===== src/rtl/y86_pkg.sv =====
// Shared Y86-64 encodings: instruction codes, ALU operations, branch conditions
// and processor status values.
package y86_pkg;

  localparam logic [3:0] I_HALT   = 4'h0;
  localparam logic [3:0] I_NOP    = 4'h1;
  localparam logic [3:0] I_RRMOVQ = 4'h2;
  localparam logic [3:0] I_IRMOVQ = 4'h3;
  localparam logic [3:0] I_RMMOVQ = 4'h4;
  localparam logic [3:0] I_MRMOVQ = 4'h5;
  localparam logic [3:0] I_OPQ    = 4'h6;
  localparam logic [3:0] I_JXX    = 4'h7;
  localparam logic [3:0] I_CALL   = 4'h8;
  localparam logic [3:0] I_RET    = 4'h9;
  localparam logic [3:0] I_PUSHQ  = 4'hA;
  localparam logic [3:0] I_POPQ   = 4'hB;

  localparam logic [1:0] ALU_ADD = 2'd0;
  localparam logic [1:0] ALU_SUB = 2'd1;
  localparam logic [1:0] ALU_AND = 2'd2;
  localparam logic [1:0] ALU_XOR = 2'd3;

  localparam logic [3:0] C_YES = 4'h0;
  localparam logic [3:0] C_LE  = 4'h1;
  localparam logic [3:0] C_L   = 4'h2;
  localparam logic [3:0] C_E   = 4'h3;
  localparam logic [3:0] C_NE  = 4'h4;
  localparam logic [3:0] C_GE  = 4'h5;
  localparam logic [3:0] C_G   = 4'h6;

  localparam logic [2:0] STAT_AOK = 3'd1;
  localparam logic [2:0] STAT_HLT = 3'd2;
  localparam logic [2:0] STAT_ADR = 3'd3;
  localparam logic [2:0] STAT_INS = 3'd4;

endpackage


===== src/rtl/y86_alu.sv =====
// Combinational Y86-64 ALU: add, sub (aluB - aluA), and, xor, with ZF/SF/OF
// computed from the result.
module y86_alu
  import y86_pkg::*;
#(
  parameter int WIDTH = 64
) (
  input  logic [WIDTH-1:0] aluA,
  input  logic [WIDTH-1:0] aluB,
  input  logic [1:0]       alufun,
  output logic [WIDTH-1:0] result,
  output logic             zf,
  output logic             sf,
  output logic             of
);

  localparam int MSB = WIDTH - 1;

  always_comb begin
    result = '0;
    of     = 1'b0;
    case (alufun)
      ALU_ADD: begin
        result = aluB + aluA;
        of     = (aluA[MSB] == aluB[MSB]) && (result[MSB] != aluA[MSB]);
      end
      ALU_SUB: begin
        result = aluB - aluA;
        of     = (aluA[MSB] != aluB[MSB]) && (result[MSB] != aluB[MSB]);
      end
      ALU_AND: result = aluB & aluA;
      default: result = aluB ^ aluA;
    endcase
    zf = (result == '0);
    sf = result[MSB];
  end

endmodule


===== src/rtl/execute_stage.sv =====
// Y86-64 SEQ execute stage: operand selection, ALU, {ZF,SF,OF} register and
// jXX/cmovXX condition. Define EXEC_OUT_REG_EN to register valE and cnd.
module execute_stage
  import y86_pkg::*;
#(
  parameter int         WIDTH  = 64,
  parameter logic [2:0] CC_RST = 3'b100
) (
  input  logic             clk,
  input  logic             rst_n,
  input  logic [3:0]       icode,
  input  logic [3:0]       ifun,
  input  logic [WIDTH-1:0] valA,
  input  logic [WIDTH-1:0] valB,
  input  logic [WIDTH-1:0] valC,
  input  logic             cc_en,
  output logic [WIDTH-1:0] valE,
  output logic             cnd,
  output logic [2:0]       cc
);

  localparam logic [WIDTH-1:0] STACK_INC = WIDTH'(8);
  localparam logic [WIDTH-1:0] STACK_DEC = {{(WIDTH-4){1'b1}}, 4'b1000};

  logic [WIDTH-1:0] alu_a;
  logic [WIDTH-1:0] alu_b;
  logic [1:0]       alu_fun;
  logic             use_alu;
  logic [WIDTH-1:0] alu_result;
  logic             alu_zf;
  logic             alu_sf;
  logic             alu_of;
  logic [WIDTH-1:0] vale_comb;
  logic             cnd_comb;
  logic             lt;
  logic [2:0]       cc_d;
  logic [2:0]       cc_q;

  always_comb begin
    alu_a   = '0;
    alu_b   = '0;
    alu_fun = ALU_ADD;
    use_alu = 1'b1;
    case (icode)
      I_RRMOVQ: alu_a = valA;
      I_IRMOVQ: alu_a = valC;
      I_RMMOVQ, I_MRMOVQ: begin
        alu_a = valC;
        alu_b = valB;
      end
      I_OPQ: begin
        alu_a   = valA;
        alu_b   = valB;
        alu_fun = ifun[1:0];
        use_alu = (ifun[3:2] == 2'b00);
      end
      I_CALL, I_PUSHQ: begin
        alu_a = STACK_DEC;
        alu_b = valB;
      end
      I_RET, I_POPQ: begin
        alu_a = STACK_INC;
        alu_b = valB;
      end
      default: use_alu = 1'b0;
    endcase
  end

  y86_alu #(.WIDTH(WIDTH)) u_alu (
    .aluA   (alu_a),
    .aluB   (alu_b),
    .alufun (alu_fun),
    .result (alu_result),
    .zf     (alu_zf),
    .sf     (alu_sf),
    .of     (alu_of)
  );

  assign vale_comb = use_alu ? alu_result : '0;

  // Condition reads the registered flags, i.e. the state before this cycle's update.
  assign lt = cc_q[1] ^ cc_q[0];

  always_comb begin
    cnd_comb = 1'b0;
    if (icode == I_RRMOVQ || icode == I_JXX) begin
      case (ifun)
        C_YES:   cnd_comb = 1'b1;
        C_LE:    cnd_comb = lt | cc_q[2];
        C_L:     cnd_comb = lt;
        C_E:     cnd_comb = cc_q[2];
        C_NE:    cnd_comb = ~cc_q[2];
        C_GE:    cnd_comb = ~lt;
        C_G:     cnd_comb = ~lt & ~cc_q[2];
        default: cnd_comb = 1'b0;
      endcase
    end
  end

  always_comb begin
    cc_d = cc_q;
    if (cc_en && icode == I_OPQ && ifun[3:2] == 2'b00) begin
      cc_d = {alu_zf, alu_sf, alu_of};
    end
  end

  always_ff @(posedge clk) begin
    if (!rst_n) begin
      cc_q <= CC_RST;
    end else begin
      cc_q <= cc_d;
    end
  end

  assign cc = cc_q;

`ifdef EXEC_OUT_REG_EN
  logic [WIDTH-1:0] vale_d;
  logic [WIDTH-1:0] vale_q;
  logic             cnd_d;
  logic             cnd_q;

  always_comb begin
    vale_d = vale_comb;
    cnd_d  = cnd_comb;
  end

  always_ff @(posedge clk) begin
    if (!rst_n) begin
      vale_q <= '0;
      cnd_q  <= 1'b0;
    end else begin
      vale_q <= vale_d;
      cnd_q  <= cnd_d;
    end
  end

  assign valE = vale_q;
  assign cnd  = cnd_q;
`else
  assign valE = vale_comb;
  assign cnd  = cnd_comb;
`endif

endmodule


===== config.mk =====
export PLATFORM = sky130hd
export DESIGN_NAME = execute_stage
export DESIGN_NICKNAME = d
export VERILOG_FILES = /design/src/rtl/y86_pkg.sv /design/src/rtl/y86_alu.sv /design/src/rtl/execute_stage.sv
export SDC_FILE = /design/constraint.sdc
export NUM_CORES = 1
export LEC_CHECK = 0
export CAP_MARGIN = 20
export CORE_ASPECT_RATIO = 0.7
export CORE_MARGIN = 2
export CORE_UTILIZATION = 29
export CTS_CLUSTER_SIZE = 10
export DETAILED_ROUTE_END_ITERATION = 10
export PLACE_DENSITY = 0.58
export SKIP_CTS_REPAIR_TIMING = 1
export SLEW_MARGIN = 20
export SYNTH_ARGS = -nofsm -noshare
export SYNTH_HDL_FRONTEND = slang
export SYNTH_SLANG_ARGS = --single-unit

===== constraint.sdc =====
create_clock -name clk -period 13.2 [get_ports clk]
set_input_delay 3.96 -clock clk [delete_from_list [all_inputs] [get_ports clk]]
set_output_delay 3.96 -clock clk [all_outputs]
set_load 0.01 [all_outputs]

==> results.cfg <==
[timing]
final_hold_viol_count = 0
finalMaxSlewViolations = 0
timing.setup.tns_ns = 0
setup_ws_ns = 0.0736
tightestPinTransition_ns = 0.832
max_freq_ghz = 0.0762
timing.slew.headroom_pct = 43.8
finalSetupViolCount = 0
whs_ns = 0.629
rsz0062_at_grt = yes
clock_skew_ns = 0
min_period_ns = 13.13
period_share_pct = 99.4

[power]
p_leak_nw = 9.79
vdd_drop_max_v = 0.0000463
finalPower_mw = 1.32
power_density_nw_per_um2 = 61.9

[critical_path]
crit_fanout = 8
r2r_slack_ns = 12.39
worstSetupPathType = input pin to primary output
r2r-start = cc[2]$_SDFFE_PN1P_
critPathMaxStageDelay_ns = 0.53
cpMostUsedCell = buf_4
endpoint_kind = primary output
reg2reg_to = cc[2]$_SDFFE_PN1P_
r2r_cells = 2
crit_path_start_kind = input pin
crit_required_ns = 9.24
slowest_stage = clkdlybuf4s50_1
crit_path_start = icode[1]
arrival_ns = 9.17
crit_end = valE[53]

[logic_synthesis]
synth_top_area_cell = ha_1
synthTopCellsByArea = ha_1 (13%), a21oi_1 (7.7%), o21ai_0 (6.7%)
synth_edf_count = 0
synthArstFlopShare_pct = 0
synth-seq-cells = 3
syn_area_um2 = 12500
yosysWarnings = 0
synth.yosys.seq_area_share_pct = 0.479
syn_nets = 2346
synth_top_cell_area_share_pct = 13.2
syn_area_per_cell_um2 = 6.25
synth_cells = 2009
ys_types = 107
synthFlopType = dfxtp_1

[cts]
clk_path_buf_depth = 2
cts_root_buffer = clkbuf_16
clkTransAtPathRegs_ns = 0.03
numCtsBuffers = 3
numClockSinks = 3
htree_levels = 1
clk_latency_ns = 0.23
tritoncts = done

[outcome]
status = completed

[drt]
firstDrtPassIters = 7
drc_errors = 0
vias = 19900
drtIter0Drc = 2652
post_drt_wl_per_cell_um = 24.6
drtAntennaViolNets = 0
wl_um = 81400
viasPerCell = 6.01

[placement]
preCtsSetupSlack_ns = -0.637
dp.cells = 3279
postPlaceCellArea_um2 = 20000
port_buffers = 270
gp_congestion = 1.04
dp_hpwl_um = 66000

[floorplanning]
die_w_um = 253
start_util_pct = 29.5
die_area_um2 = 45000
die_h_um = 178
rows = 63
io_pins = 271
core-area_um2 = 42500

[final_layout]
mostFrequentLayoutCell = buf_4
layout_common_cells = buf_4 (577), clkdlybuf4s50_1 (250), nor2_1 (202)
finish.utilization_pct = 50.3
fin_area_um2 = 21400
drive_gt1_share_pct = 29.7
final_cells = 3306
largest_register_ffs = 3
fin_nets = 3090
syn_to_final_growth_pct = 70.3

[global_routing]
overflow = 0
antenna_found_initial = 2
track_usage_pct = 33.9
first_global_vias = 18600
grt_pass1_wl_um = 116000
grt_max_degree = 43

[min_path]
hold_path_class = register to register

[job]
maxCapViolCount = 0
power by group:
part | total, mW | internal, mW | switching, mW
Clock | 0.0502 | 0.0400 | 0.0102
Combinational | 1.26 | 0.573 | 0.691
Sequential | 0.00922 | 0.00917 | 0.0000576
Total | 1.32 | 0.623 | 0.702
logic make-up (layout without fill, tap and decap cells):
kind of cell / after synthesis / count (layout) / share of synthesized area (%)
xor+xnor: 46 / 46 / 3.21
mux: 13 / 13 / 1.05
compound gates: 802 / 802 / 44.0
simple gates: 738 / 739 / 29.2
buf+inv: 273 / 1015 / 8.56
flops: 3 / 3 / 0.479
fa+ha+maj: 134 / 134 / 13.5
other cells: 0 / 2 / 0
critical path, delay by kind of cell:
family          cells  cell delay, ns
fa+ha+maj           1            0.32
simple gates        7            1.14
compound gates      8            1.37
buf+inv             9            2.36
how the worst min path moves through the flow:
stage / start / end / slack [ns] / depth (start not counted)
global route: cc[1]$_SDFFE_PN0P_ / cc[1]$_SDFFE_PN0P_ / 0.69 / 3
global placement: cc[1]$_SDFFE_PN0P_ / cc[1]$_SDFFE_PN0P_ / 0.62 / 3
finish: cc[1]$_SDFFE_PN0P_ / cc[1]$_SDFFE_PN0P_ / 0.63 / 3
CTS: cc[1]$_SDFFE_PN0P_ / cc[1]$_SDFFE_PN0P_ / 0.62 / 3
detailed placement: cc[1]$_SDFFE_PN0P_ / cc[1]$_SDFFE_PN0P_ / 0.61 / 3
floorplan: cc[2]$_SDFFE_PN1P_ / cc[2]$_SDFFE_PN1P_ / 0.60 / 2
metal layers:
metal  routed length [um]  track usage (%)  vias to the layer above
met3                 9020             6.46                      112
met4                 2010             7.69                        4
met2                31800             48.0                     1176
li1                     -                -                     9000
met5                   25                0                        -
met1                38600             51.8                     9578
area by class of cell:
class                           count  area, um2
Timing Repair Buffer              872       7530
Clock buffer                        4       78.8
Fill cell                        4271      21100
Antenna cell                        2       5.00
Tap cell                          552        691
Multi-Input combinational cell   1734      12500
Inverter                          139        526
Sequential cell                     3       60.1
synth_stat cells (16+ instances only):
cell	count
a21oi_1	192
nor2b_1	103
clkbuf_1	106
nor4_1	20
nand2_1	170
o21bai_1	19
o21ai_0	167
buf_2	19
o21a_1	16
nor3_1	48
a21o_1	27
a221oi_1	69
nand3_1	44
nor2_1	213
inv_1	134
o31ai_1	32
a31oi_1	30
nand4_1	34
xnor2_1	41
nand2b_1	16
a211oi_1	32
and2_1	17
and3_1	16
ha_1	132
(Power assumes the default switching activity.)
